==> config.mk <==
export PLATFORM = sky130hd
export DESIGN_NAME = mem_arbiter2
export DESIGN_NICKNAME = d
export VERILOG_FILES = /design/src/rtl/mem_arbiter2.sv
export SDC_FILE = /design/constraint.sdc
export NUM_CORES = 1
export LEC_CHECK = 0
export BUFFER_PORTS_ARGS = -buffer_cell sky130_fd_sc_hd__clkbuf_2
export CAP_MARGIN = 5
export CORE_AREA = 2 2 121 123
export DETAILED_ROUTE_END_ITERATION = 10
export DIE_AREA = 0 0 123 125
export REMOVE_ABC_BUFFERS = 1
export SLEW_MARGIN = 0
export SYNTH_ARGS = -nofsm -noshare
export SYNTH_HDL_FRONTEND = slang
export SYNTH_SLANG_ARGS = --single-unit
==> constraint.sdc <==
create_clock -name clk -period 2 [get_ports clk]
set_clock_uncertainty 0.2 [all_clocks]
set_input_delay 0.2 -clock clk [delete_from_list [all_inputs] [get_ports clk]]
set_output_delay 0.2 -clock clk [all_outputs]
set_load 0.005 [all_outputs]
==> src/rtl/mem_arbiter2.sv <==
// rtl/mem_arbiter2.sv - two-master round-robin arbiter on a PicoRV32-style valid/ready memory bus
// Optional slave watchdog enabled by defining TIMEOUT_EN.
module mem_arbiter2 #(
    parameter int TIMEOUT = 255
) (
    input  logic        clk,
    input  logic        reset,
    input  logic        m0_valid,
    output logic        m0_ready,
    input  logic [31:0] m0_addr,
    input  logic [31:0] m0_wdata,
    input  logic [3:0]  m0_wstrb,
    output logic [31:0] m0_rdata,
    input  logic        m1_valid,
    output logic        m1_ready,
    input  logic [31:0] m1_addr,
    input  logic [31:0] m1_wdata,
    input  logic [3:0]  m1_wstrb,
    output logic [31:0] m1_rdata,
    output logic        s_valid,
    input  logic        s_ready,
    output logic [31:0] s_addr,
    output logic [31:0] s_wdata,
    output logic [3:0]  s_wstrb,
    input  logic [31:0] s_rdata,
    output logic        timeout_err,
    output logic        timeout_master
);
    typedef enum logic [1:0] {IDLE, GRANT0, GRANT1} state_t;

    state_t state_q, state_d;
    logic   last_grant_q, last_grant_d;
    logic   granted, sel, sel_valid, other_valid, tfire, complete;

    always_comb begin
        granted     = (state_q != IDLE);
        sel         = (state_q == GRANT1);
        sel_valid   = sel ? m1_valid : m0_valid;
        other_valid = sel ? m0_valid : m1_valid;
        complete    = granted && (s_ready || tfire);
    end

`ifdef TIMEOUT_EN
    logic [15:0] timer_q, timer_d;
    logic        timeout_err_q, timeout_err_d;
    logic        timeout_master_q, timeout_master_d;

    // A slave ready in the expiry cycle wins, so the watchdog only fires on a stalled cycle.
    always_comb tfire = granted && sel_valid && !s_ready && (timer_q == 16'(TIMEOUT));

    always_comb begin
        timer_d          = timer_q;
        timeout_err_d    = timeout_err_q;
        timeout_master_d = timeout_master_q;
        if ((state_d != IDLE) && (state_d != state_q)) begin
            timer_d = '0;
        end else if (granted && !s_ready) begin
            timer_d = timer_q + 16'd1;
        end
        if (tfire) begin
            timeout_err_d    = 1'b1;
            timeout_master_d = sel;
        end
    end

    always_ff @(posedge clk or posedge reset) begin
        if (reset) begin
            timer_q          <= '0;
            timeout_err_q    <= 1'b0;
            timeout_master_q <= 1'b0;
        end else begin
            timer_q          <= timer_d;
            timeout_err_q    <= timeout_err_d;
            timeout_master_q <= timeout_master_d;
        end
    end

    assign timeout_err    = timeout_err_q;
    assign timeout_master = timeout_master_q;
`else
    assign tfire          = 1'b0;
    assign timeout_err    = 1'b0;
    assign timeout_master = 1'b0;
`endif

    // A finished grant hands straight to a waiting peer; the same master always passes through IDLE.
    always_comb begin
        state_d      = state_q;
        last_grant_d = last_grant_q;
        case (state_q)
            IDLE: begin
                if (m0_valid && (!m1_valid || last_grant_q)) begin
                    state_d      = GRANT0;
                    last_grant_d = 1'b0;
                end else if (m1_valid) begin
                    state_d      = GRANT1;
                    last_grant_d = 1'b1;
                end
            end
            default: begin
                if (complete) begin
                    if (other_valid) begin
                        state_d      = sel ? GRANT0 : GRANT1;
                        last_grant_d = !sel;
                    end else begin
                        state_d = IDLE;
                    end
                end else if (!sel_valid) begin
                    state_d = IDLE;
                end
            end
        endcase
    end

    always_ff @(posedge clk or posedge reset) begin
        if (reset) begin
            state_q      <= IDLE;
            last_grant_q <= 1'b1;
        end else begin
            state_q      <= state_d;
            last_grant_q <= last_grant_d;
        end
    end

    always_comb begin
        s_valid  = granted && sel_valid;
        s_addr   = '0;
        s_wdata  = '0;
        s_wstrb  = '0;
        if (granted) begin
            s_addr  = sel ? m1_addr  : m0_addr;
            s_wdata = sel ? m1_wdata : m0_wdata;
            s_wstrb = sel ? m1_wstrb : m0_wstrb;
        end
        m0_ready = complete && !sel;
        m1_ready = complete && sel;
        m0_rdata = (tfire && !sel) ? 32'hFFFF_FFFF : s_rdata;
        m1_rdata = (tfire && sel)  ? 32'hFFFF_FFFF : s_rdata;
    end
endmodule

==> results.py, run 1 <==
metrics = {
    "outcome": {
        "status": "finished clean",
    },
    "synthesis": {
        "synth_area_sq_um": 1400,
        "synth_seq_cells": 3,
        "synth_cell_types": 20,
        "synth_seq_area_share": 0.0544,
        "synthesis.instances": 175,
        "ys_warn_count": 0,
        "syn_avg_cell_area_sq_um": 8.01,
    },
    "drt": {
        "drt_first_iter_violations": 67,
        "num_vias": 1997,
        "route.detailed.drc": 0,
        "ant_nets": 0,
        "wirelength_mm": 8.32,
        "wl_per_cell_microns": 16.7,
        "dr.pass1.iters": 4,
        "drt-vias-per-instance": 4.01,
    },
    "timing": {
        "layout_min_cycle_time_ps": 1870,
        "timing.final.crit_share": 0.933,
        "holdWs_ps": 70.9,
        "fmax_mhz": 536,
        "finalSetupTns_ps": 0,
        "finalMaxSlewViolations": 0,
        "hold_viol": 0,
        "finalSetupViolations": 0,
        "rsz0062_at_grt": "false",
    },
    "critical_path": {
        "cp_top_family": "buffers and inverters",
        "timing.critical_path.buf_inv": 2,
        "cp-start-kind": "flip-flop",
        "end_kind": "primary output",
        "cp_max_fo": 36,
        "crit_path_top_delay_cell": "dfrtp_2",
        "path_cells": "buf_4 > a22o_1 > clkbuf_2",
        "cp.required_ps": 1600,
        "cpPeakStageDelay_ps": 460,
        "crit_arrival_ps": 1470,
        "criticalPathCategory": "flip-flop to primary output",
    },
    "cts": {
        "numCtsBuffers": 3,
        "htreeDepth": 1,
        "clock-sinks": 3,
        "cts_root_buffer": "clkbuf_16",
        "cts.path.max_buffers": 2,
        "clkLatencyLatePin_ps": 220,
        "cts_setup_buffers": 0,
        "cts_tree": "done",
        "path_clk_slew_ps": 30,
    },
    "final_layout": {
        "area_delta_synth_final_pct": 59.8,
        "finish.utilization": 0.158,
        "stdcell_count": 498,
        "multi_input_area_sq_um": 722,
        "diodes": 0,
        "drive_above_1_share": 0.704,
        "regArea_sq_um": 77.6,
        "nets": 488,
        "num-fill-cells": 1634,
    },
    "die": {
        "core_area_sq_um": 14200,
        "initial_utilization": 0.0987,
        "die_h_microns": 125,
        "die_area_sq_um": 15400,
        "top_level_ports": 310,
        "rows": 44,
        "fp.dieW_microns": 123,
    },
    "grt": {
        "grt_first_pass_wirelength_mm": 10.8,
        "grt_pass1_vias": 1840,
        "antenna_found_initial": 0,
        "grt-ovfl-total": 0,
        "grtUsageTotal": 0.0954,
        "grt_max_degree": 37,
    },
    "placed_design": {
        "portBuffers": 211,
        "dp.cells": 493,
        "gp_congestion": 0.727,
        "hpwlAfterDp_mm": 7.06,
    },
    "power_and_ir_drop": {
        "leakage_nw": 1.31,
        "power_density_nw_per_um2": 818,
        "ir_drop_v": 0.000281,
    },
    "job": {
        "drv_cap": 0,
    },
    "worst_hold_path": {
        "hp-class": "input port to flip-flop",
    },
}
synth_stat cells:
cell / n / area (sq um)
nor2b_1: 1 / 6.26
o311ai_0: 1 / 8.76
nor2b_4: 1 / 13.8
buf_4: 67 / 503
a211oi_1: 1 / 7.51
nor2_1: 2 / 7.51
buf_6: 3 / 33.8
a22o_1: 69 / 604
a221o_1: 1 / 10.0
nand2b_1: 2 / 12.5
conb_1: 1 / 3.75
inv_1: 3 / 11.3
nand2_1: 1 / 3.75
a21oi_1: 2 / 10.0
buf_2: 12 / 60.1
o21ai_0: 2 / 10.0
dfstp_2: 1 / 26.3
dfrtp_1: 2 / 50.1
and2_1: 2 / 12.5
a21boi_0: 1 / 7.51
timing repair:
action | in CTS | in global routing
hold buffers | 1 | 0
endpoints found under the hold margin | 3 | 0
gates resized for setup | 0 | 0
state kept, by name (all words and copies together) (netlist names):
name and cells:
last_grant_q 1, state_q 2
metal layers:
| layer | global-route usage | wire (microns) | vias up |
|---|---|---|---|
| li1 | - | - | 865 |
| met1 | 0.107 | 3160 | 864 |
| met2 | 0.133 | 3240 | 260 |
| met3 | 0.0871 | 1840 | 6 |
| met4 | 0.00936 | 18 | 2 |
| met5 | 0.0559 | 57 | - |
where the power goes:
part	internal (mW)	total (mW)	switching (mW)
Clock	0.263	0.320	0.0563
Combinational	0.736	1.38	0.642
Sequential	0.0930	0.135	0.0424
stage by stage:
step	instance area, sq um	total power [mW]	setup WS, ps
after floorplan	810	0.790	-696
after global placement	2150	1.54	352
after detailed placement	2150	1.54	325
after CTS	2240	1.88	84.0
after global routing	2240	2.02	54.9
final	2240	1.83	134
path summary, 6_finish.rpt:
path / startpoint / end / slack, ps / cells past startpoint
hold / removal: m0_valid / state_q[0]$_DFFE_PP0P_ / 70 / 2
min in group asynchronous: reset / state_q[1]$_DFFE_PP0P_ / 190 / 3
max in group asynchronous: reset / last_grant_q$_DFFE_PP1P_ / 1200 / 3
setup / recovery: state_q[0]$_DFFE_PP0P_ / s_wdata[7] / 130 / 3
setup reg to reg: state_q[0]$_DFFE_PP0P_ / state_q[1]$_DFFE_PP0P_ / 480 / 4
hold reg to reg: last_grant_q$_DFFE_PP1P_ / last_grant_q$_DFFE_PP1P_ / 430 / 2
cell type report:
cell class,count,area share
Clock buffer,4,0.0352
Tap cell,184,0.103
Timing Repair Buffer,216,0.500
Multi-Input combinational cell,88,0.322
Sequential cell,3,0.0346
Inverter,3,0.00503
cell usage in the layout (no fill, tap or decap), drive strengths merged:
cell type    instances
and2                 2
a211oi               1
a21oi                2
nor2b                2
dfstp                1
inv                  3
a21boi               1
dfrtp                2
nand2                1
o311ai               1
a22o                69
clkbuf             215
o21ai                2
buf                  4
nand2b               2
a221o                1
conb                 2
dlygate4sd3          1
nor2                 2
kinds of logic after synthesis:
kind of cell / synth area share
buffers and inverters: 0.434
other: 0.00267
AO/OA/AOI/OAI: 0.469
flip-flops: 0.0544
AND/OR/NAND/NOR: 0.0401
worst register-to-register path: stages, from the launching register on:
cell	delay (ps)
dfrtp_2	470
buf_4	270
and2_1	210
o21ai_0	150
o21ai_0	100
Note: power is estimated with default switching activity, not from simulation.
==> run 2: changes to the inputs <==
--- a/config.mk
+++ b/config.mk
@@ -7,9 +7,12 @@
 export LEC_CHECK = 0
 export BUFFER_PORTS_ARGS = -buffer_cell sky130_fd_sc_hd__clkbuf_2
 export CAP_MARGIN = 5
-export CORE_AREA = 2 2 121 123
+export CELL_PAD_IN_SITES_DETAIL_PLACEMENT = 0
+export CELL_PAD_IN_SITES_GLOBAL_PLACEMENT = 1
+export CORE_AREA = 2 2 120 122
 export DETAILED_ROUTE_END_ITERATION = 10
-export DIE_AREA = 0 0 123 125
+export DIE_AREA = 0 0 122 124
+export PLACE_DENSITY_LB_ADDON = 0.1
 export REMOVE_ABC_BUFFERS = 1
 export SLEW_MARGIN = 0
 export SYNTH_ARGS = -nofsm -noshare
==> results.py, run 2 (synthesized netlist as in run 1, its figures left out) <==
metrics = {
    "critical_path": {
        "cp-start-kind": "flip-flop",
        "crit_path_top_delay_cell": "dfrtp_1",
        "ff2ff_setup_slack_ps": 630,
        "cp_top_family": "flip-flops",
        "criticalPathCategory": "flip-flop to primary output",
        "cp_max_fo": 36,
        "r2r_end": "state_q[1]$_DFFE_PP0P_",
        "timing.critical_path.buf_inv": 2,
        "cpPeakStageDelay_ps": 420,
        "path_cells": "nor2b_4 > buf_12 > a22o_1 > clkbuf_2",
        "crit_arrival_ps": 1390,
        "end_kind": "primary output",
        "timing.rr.start": "state_q[0]$_DFFE_PP0P_",
        "cp.required_ps": 1600,
        "rr_worst_depth": 4,
    },
    "drt": {
        "wirelength_mm": 8.92,
        "wl_per_cell_microns": 18.1,
        "drt_first_iter_violations": 43,
        "drt-vias-per-instance": 3.95,
        "num_vias": 1951,
        "dr.pass1.iters": 4,
        "route.detailed.drc": 0,
        "ant_nets": 0,
    },
    "timing": {
        "rsz0062_at_grt": "false",
        "layout_min_cycle_time_ps": 1790,
        "finalSetupViolations": 0,
        "finalMaxSlewViolations": 0,
        "fmax_mhz": 558,
        "hold_viol": 0,
        "finalSetupTns_ps": 0,
        "timing.final.crit_share": 0.896,
    },
    "cts": {
        "cts_root_buffer": "clkbuf_16",
        "postCtsResizedCells": 0,
        "numCtsBuffers": 3,
        "cts_tree": "done",
        "clock-sinks": 3,
        "path_clk_slew_ps": 30,
        "clkLatencyLatePin_ps": 220,
        "htreeDepth": 1,
        "cts.path.max_buffers": 2,
    },
    "final_layout": {
        "drive_above_1_share": 0.704,
        "largest_reg_flops": 2,
        "layout_common_cells": "clkbuf_2, a22o_1, inv_1, clkbuf_16, buf_12",
        "largest-register": "state_q",
        "layout_top_registers": "state_q (2), last_grant_q (1)",
        "final_common_cell": "clkbuf_2",
        "nets": 488,
        "diodes": 0,
        "area_delta_synth_final_pct": 60.3,
    },
    "outcome": {
        "status": "finished clean",
    },
    "worst_hold_path": {
        "whs_endpoint": "state_q[1]$_DFFE_PP0P_",
        "min_from": "m1_valid",
        "worstHoldPathCells": 3,
        "hp-class": "input port to flip-flop",
    },
    "grt": {
        "antenna_found_initial": 0,
        "grt-ovfl-total": 0,
        "grt_max_degree": 40,
        "grtUsageTotal": 0.104,
        "grt_pass1_vias": 1890,
        "grt_first_pass_wirelength_mm": 11.5,
    },
    "power_and_ir_drop": {
        "leakage_nw": 1.31,
        "power_mw": 1.85,
        "ir_drop_v": 0.000265,
        "power_density_nw_per_um2": 822,
    },
    "placed_design": {
        "portBuffers": 211,
        "gp_congestion": 0.812,
        "hpwlAfterDp_mm": 7.77,
    },
    "job": {
        "drv_cap": 0,
    },
    "die": {
        "die_area_sq_um": 15100,
        "fp.dieW_microns": 122,
        "rows": 43,
        "initial_utilization": 0.102,
        "top_level_ports": 310,
        "die_h_microns": 124,
        "core_area_sq_um": 13700,
    },
}
==> run 2: what timing repair did <==
item                                   4_1_cts  5_1_grt
endpoints found under the hold margin        3        0
hold buffers                                 1        0
setup buffers                                0        0
==> run 2: tightest hold or removal path: cells and delay by family <==
kind / cells / cell delay, ps
compound gates: 2 / 160
buf+inv: 1 / 120
==> run 2: layout make-up <==
type / count / area, sq um
Clock buffer: 4 / 78.8
Fill cell: 1579 / 11500
Inverter: 3 / 11.3
Multi-Input combinational cell: 88 / 722
Sequential cell: 3 / 77.6
Tap cell: 180 / 225
Timing Repair Buffer: 216 / 1130
==> run 2: worst max path at each step <==
stage	start	to	slack (ps)	cells after the start
finish	state_q[1]$_DFFE_PP0P_	s_wdata[31]	210	4
global route	state_q[1]$_DFFE_PP0P_	s_wdata[10]	120	4
CTS	state_q[1]$_DFFE_PP0P_	s_wdata[10]	180	4
detailed placement	state_q[1]$_DFFE_PP0P_	s_wdata[10]	410	4
global placement	state_q[0]$_DFFE_PP0P_	s_valid	420	4
floorplan	state_q[0]$_DFFE_PP0P_	s_addr[0]	-700	2
==> run 2: where the power goes <==
group | total (mW) | internal [mW] | switching (mW)
Combinational | 1.41 | 0.750 | 0.656
Clock | 0.314 | 0.263 | 0.0511
Sequential | 0.129 | 0.0931 | 0.0354
Total | 1.85 | 1.11 | 0.743
==> run 2: through the flow <==
stage	hold WS, ps	instances	worst slack, ps	area [sq um]	util
3_5_place_dp	-142	489	408	2160	0.157
5_1_grt	123	494	116	2250	0.164
6_report	92.9	494	208	2250	0.164
2_1_floorplan	-247	94	-696	810	-
4_1_cts	96.3	494	183	2250	0.164
3_3_place_gp	-139	489	417	2160	0.157
==> run 2: per-layer routing <==
| layer | track usage | vias up | wire length (microns) | part of all wire |
|---|---|---|---|---|
| li1 | - | 869 | - | - |
| met1 | 0.111 | 851 | 3200 | 0.36 |
| met2 | 0.139 | 219 | 3380 | 0.38 |
| met3 | 0.110 | 10 | 2180 | 0.24 |
| met4 | 0.0172 | 2 | 82 | 0.0092 |
| met5 | 0.0521 | - | 78 | 0.0087 |
